**config.mk**
```make
export PLATFORM = sky130hd
export DESIGN_NAME = inside_multi
export DESIGN_NICKNAME = d
export VERILOG_FILES = /design/src/rtl/localisation_pkg.sv /design/src/rtl/inside_multi_dp.sv /design/src/rtl/inside_multi.sv
export SDC_FILE = /design/constraint.sdc
export NUM_CORES = 1
export LEC_CHECK = 0
export ABC_AREA = 1
export CORE_UTILIZATION = 35
export CTS_CLUSTER_DIAMETER = 200
export CTS_CLUSTER_SIZE = 12
export DETAILED_ROUTE_END_ITERATION = 12
export HOLD_SLACK_MARGIN = 0.15
export PLACE_DENSITY_LB_ADDON = 0.1
export SLEW_MARGIN = 20
export SYNTH_ARGS = -nofsm -noshare
export SYNTH_HDL_FRONTEND = slang
export SYNTH_HIERARCHICAL = 1
export SYNTH_SLANG_ARGS = --single-unit
```
**constraint.sdc**
```tcl
create_clock -name clk -period 29 [get_ports clk]
set_clock_uncertainty 0.05 [all_clocks]
set_input_delay 5.8 -clock clk [delete_from_list [all_inputs] [get_ports clk]]
set_output_delay 5.8 -clock clk [all_outputs]
set_load 0.1 [all_outputs]
```
**src/rtl/localisation_pkg.sv**
```systemverilog
// Shared definitions for the trilateration localisation datapath:
// width helpers and the point-in-range checker state encoding.
package localisation_pkg;

  typedef enum logic [2:0] {
    IDLE,
    SQX,
    SQY,
    SQR,
    DONE
  } state_t;

  // Width of a coordinate difference for N-bit jammer coordinates.
  function automatic int diff_width(input int n);
    return n + 3;
  endfunction

  // Width of a squared distance (sum of two squared differences).
  function automatic int dist_width(input int n);
    return 2 * n + 7;
  endfunction

endpackage

```
**src/rtl/inside_multi_dp.sv**
```systemverilog
// Time-shared datapath: operand mux, subtractor, one squarer, distance
// accumulator and the range comparator for the slot currently selected.
module inside_multi_dp
  import localisation_pkg::*;
#(
  parameter int N      = 8,
  parameter int STRICT = 0
) (
  input  logic                clk,
  input  logic                rst,
  input  state_t              state,
  input  logic                clear,
  input  logic signed [N+1:0] xp,
  input  logic signed [N+1:0] yp,
  input  logic signed [N-1:0] xj,
  input  logic signed [N-1:0] yj,
  input  logic signed [N:0]   rj,
  output logic                hit
);

  localparam int DW = diff_width(N);
  localparam int HW = dist_width(N);

  logic signed [DW-1:0]   sub_a;
  logic signed [DW-1:0]   sub_b;
  logic signed [DW-1:0]   diff;
  logic signed [2*DW-1:0] prod;
  logic [HW-1:0]          sq;
  logic [HW-1:0]          acc_reg;

  // In SQR the radius goes through the same squarer with a zero subtrahend.
  always_comb begin
    sub_a = DW'(xp);
    sub_b = DW'(xj);
    case (state)
      SQY: begin
        sub_a = DW'(yp);
        sub_b = DW'(yj);
      end
      SQR: begin
        sub_a = DW'(rj);
        sub_b = '0;
      end
      default: ;
    endcase
  end

  assign diff = sub_a - sub_b;
  assign prod = diff * diff;
  assign sq   = HW'($unsigned(prod));

  always_ff @(posedge clk) begin
    if (rst || clear) begin
      acc_reg <= '0;
    end else begin
      case (state)
        SQX:     acc_reg <= sq;
        SQY:     acc_reg <= acc_reg + sq;
        default: ;
      endcase
    end
  end

  // A negative radius marks an unused slot and never reports a hit.
  assign hit = !rj[N] && ((STRICT != 0) ? (acc_reg < sq) : (acc_reg <= sq));

endmodule

```
**src/rtl/inside_multi.sv**
```systemverilog
// Sequential point-in-range checker: walks K jammer circles through a shared
// squarer and reports a hit mask, hit count and any-hit flag per request.
module inside_multi
  import localisation_pkg::*;
#(
  parameter int N      = 8,
  parameter int K      = 4,
  parameter int STRICT = 0
) (
  input  logic                     clk,
  input  logic                     rst,
  input  logic                     in_valid,
  output logic                     in_ready,
  input  logic signed [N+1:0]      xP,
  input  logic signed [N+1:0]      yP,
  input  logic [K*N-1:0]           xJ,
  input  logic [K*N-1:0]           yJ,
  input  logic [K*(N+1)-1:0]       rJ,
  output logic                     out_valid,
  input  logic                     out_ready,
  output logic [K-1:0]             in_mask,
  output logic [$clog2(K+1)-1:0]   in_count,
  output logic                     in_any
);

  localparam int KW = (K > 1) ? $clog2(K) : 1;
  localparam int CW = $clog2(K + 1);

  state_t               state_reg;
  state_t               state_next;
  logic [KW-1:0]        k_reg;
  logic [K-1:0]         mask_reg;
  logic signed [N+1:0]  xp_reg;
  logic signed [N+1:0]  yp_reg;
  logic [K*N-1:0]       xj_reg;
  logic [K*N-1:0]       yj_reg;
  logic [K*(N+1)-1:0]   rj_reg;
  logic                 accept;
  logic                 last_slot;
  logic                 hit;
  logic [CW-1:0]        count_next;

  logic signed [N-1:0]  xj_slot [K];
  logic signed [N-1:0]  yj_slot [K];
  logic signed [N:0]    rj_slot [K];

  genvar gi;
  generate
    for (gi = 0; gi < K; gi++) begin : g_slot
      assign xj_slot[gi] = xj_reg[gi*N +: N];
      assign yj_slot[gi] = yj_reg[gi*N +: N];
      assign rj_slot[gi] = rj_reg[gi*(N+1) +: N+1];
    end
  endgenerate

  assign in_ready  = (state_reg == IDLE) && !rst;
  assign accept    = in_valid && in_ready;
  assign last_slot = (k_reg == KW'(K - 1));
  assign out_valid = (state_reg == DONE);

  always_comb begin
    state_next = state_reg;
    case (state_reg)
      IDLE:    if (accept) state_next = SQX;
      SQX:     state_next = SQY;
      SQY:     state_next = SQR;
      SQR:     state_next = last_slot ? DONE : SQX;
      DONE:    if (out_ready) state_next = IDLE;
      default: state_next = IDLE;
    endcase
  end

  always_ff @(posedge clk) begin
    if (rst) begin
      state_reg <= IDLE;
      k_reg     <= '0;
      mask_reg  <= '0;
    end else begin
      state_reg <= state_next;
      if (accept) begin
        k_reg    <= '0;
        mask_reg <= '0;
      end else if (state_reg == SQR) begin
        mask_reg[k_reg] <= hit;
        if (!last_slot) k_reg <= k_reg + KW'(1);
      end
    end
  end

  // Request operands only need capturing; their contents never gate control.
  always_ff @(posedge clk) begin
    if (accept) begin
      xp_reg <= xP;
      yp_reg <= yP;
      xj_reg <= xJ;
      yj_reg <= yJ;
      rj_reg <= rJ;
    end
  end

  inside_multi_dp #(
    .N      (N),
    .STRICT (STRICT)
  ) u_dp (
    .clk   (clk),
    .rst   (rst),
    .state (state_reg),
    .clear (accept),
    .xp    (xp_reg),
    .yp    (yp_reg),
    .xj    (xj_slot[k_reg]),
    .yj    (yj_slot[k_reg]),
    .rj    (rj_slot[k_reg]),
    .hit   (hit)
  );

  always_comb begin
    count_next = '0;
    for (int i = 0; i < K; i++) begin
      count_next = count_next + CW'(mask_reg[i]);
    end
  end

  assign in_mask  = mask_reg;
  assign in_count = count_next;
  assign in_any   = |mask_reg;

endmodule

```
==> results.sh <==
export IMPL_drt_iter0_drc=510
export IMPL_async_flop_share_pct=0
export IMPL_postCtsSetupBuffers=0
export IMPL_fillers=3740
export IMPL_drive_gt1_share_pct=5.31
export IMPL_vias=10300
export IMPL_clk_insertion_delay_late_ps=440
export IMPL_synth_edff_count=120
export IMPL_boundaryPins=134
export IMPL_finalSetupTns_ps=0
export IMPL_timing_final_hold_violations=0
export IMPL_area_growth_pct=18.3
export IMPL_synth_top_area_cell="edfxtp_1"
export IMPL_tightest_slew_ps=987
export IMPL_cts_sinks=152
export IMPL_vias_per_cell=4.82
export IMPL_synth_fp_nets=1862
export IMPL_criticalPathCategory="in -> out"
export IMPL_synth_common_cells="inv_1, nand2_1, nor2_1"
export IMPL_rr_startpoint="state_reg[1]$_SDFFE_PP0P_"
export IMPL_tritoncts_num_buffers=17
export IMPL_placementRows=70
export IMPL_die_area_um2=38000
export IMPL_start_util_pct=35.6
export IMPL_postCtsHoldBufs=0
export IMPL_ant_nets=0
export IMPL_grt_usage_pct=18.9
export IMPL_synth_main_ff_cell="edfxtp_1"
export IMPL_fmax_mhz=74.0
export IMPL_n_antenna_cell=0
export IMPL_syn_avg_cell_area_um2=8.51
export IMPL_critPathMaxFanout=8
export IMPL_rsz0062_at_grt="no"
export IMPL_synth_area_leaders="edfxtp_1, fa_1, ha_1"
export IMPL_largest_register_ffs=36
export IMPL_synth_seq_cells=152
export IMPL_worstPathArrival_ps=7670
export IMPL_post_route_drc_count=0
export IMPL_die_x_um=195
export IMPL_status="complete, no violations"
export IMPL_relSlewSlack_pct=34.0
export IMPL_htree_levels=4
export IMPL_netlist_instances=1532
export IMPL_fin_util_pct=42.1
export IMPL_place_area_um2=14800
export IMPL_start_kind="primary input"
export IMPL_min_period_ps=13520
export IMPL_totalWireLength_um=34500
export IMPL_wl_per_cell_um=16.1
export IMPL_worst_r2r_path_depth=49
export IMPL_critPathRequiredTime_ps=23150
export IMPL_antenna_found_initial=1
export IMPL_cts_buffer_depth=2
export IMPL_whs_endpoint="u_dp/acc_reg[6]$_SDFFE_PP0P_"
export IMPL_netlist_area_leader_share_pct=27.7
export IMPL_cts_tree="done"
export IMPL_die_h_um=195
export IMPL_yosys_cell_types_count=54
export IMPL_root_buffer="clkbuf_16"
export IMPL_grt_pass1_wl_um=56000
export IMPL_fin_area_um2=15400
export IMPL_grt_max_degree=71
export IMPL_netlist_area_um2=13000
export IMPL_routabilityCongestion=0.911
export IMPL_grt_pass1_vias=10500
export IMPL_post_cts_resized=0
export IMPL_regToRegEndpoint="in_mask[3]$_SDFFE_PP0P_"
export IMPL_path_clk_slew_ps=70
export IMPL_drt_pass1_iter_count=5
export IMPL_hold_path_class="reg -> reg"
export IMPL_timing_final_crit_share_pct=46.6
export IMPL_fin_nets=1992
export IMPL_final_max_slew_viol_count=0
export IMPL_overflow=0
export IMPL_setup_viol=0
export IMPL_r2r_slack_ps=18190
export IMPL_yosysMostFrequentCell="inv_1"
export IMPL_ys_warn_count=6
export IMPL_portBuffers=133
export IMPL_ys_seq_area_share_pct=32.6
export IMPL_end_kind="primary output"
export IMPL_dp_hpwl_um=27100
export IMPL_hold_path_startpoint="u_dp/acc_reg[6]$_SDFFE_PP0P_"
export IMPL_min_path_cells=2
export IMPL_maxCapViolCount=0
export IMPL_coreArea_um2=36600
-- layout by cell type (no fill, tap or decap), drive strengths merged, types with 3 or more instances in the layout --
cell type and count:
ha 104, o221ai 8, o211ai 3, nand3b 4, nand2 284, o21bai 9, nor2 159, a21o 4
inv 314, edfxtp 120, a211oi 3, or2 9, buf 6, fa 102, dfxtp 32, clkdlybuf4s50 133
clkbuf 17, xor2 20, xnor2 9, nor4 6, a22oi 9, o22ai 27, clkinv 7, o21ai 96
nand3 66, a21oi 80, nand4 10, a31oi 9, nor3 11
-- layer usage --
layer  wire [µm]  global-route usage [%]
met1       16500                    26.1
met2       15700                    30.6
met3        1960                    4.29
met4         330                    3.38
met5          13                       0
-- stage by stage --
stage	instances	worst slack [ps]	hold WS, ps
floorplan	1532	12930	417
global placement	2111	15520	432
detailed placement	2111	15480	439
CTS	2143	15470	453
global route	2143	15430	475
finish	2143	15480	454
-- logic make-up after synthesis --
family          synth area share [%]
simple gates                    18.3
xor+xnor                        2.09
buf+inv                         10.2
compound gates                  11.2
fa+ha+maj                       25.7
flops                           32.6
-- worst max-delay path, cell delays in order --
cell and delay, ps:
clkdlybuf4s50_1 550, nor2_1 160, clkdlybuf4s50_1 1150
-- worst max path at each step --
stage,endpoint,start
4_1_cts,in_ready,rst
5_1_grt,in_ready,rst
3_3_place_gp,in_ready,rst
2_1_floorplan,u_dp/acc_reg[0]$_SDFFE_PP0P_,rst
3_5_place_dp,in_ready,rst
6_report,in_ready,rst
-- cell type report --
cell class | count | area (µm²) | area share (%)
Multi-Input combinational cell | 1043 | 7460 | 48.4
Sequential cell | 152 | 4250 | 27.5
Inverter | 309 | 1160 | 7.55
Timing Repair Buffer | 139 | 1380 | 8.93
Tap cell | 468 | 586 | 3.80
Clock inverter | 15 | 158 | 1.02
Clock buffer | 17 | 425 | 2.76
Power is left out: the tool's default activity adds up to more than one toggle a clock period on the data nets, which glitch-free logic cannot reach.
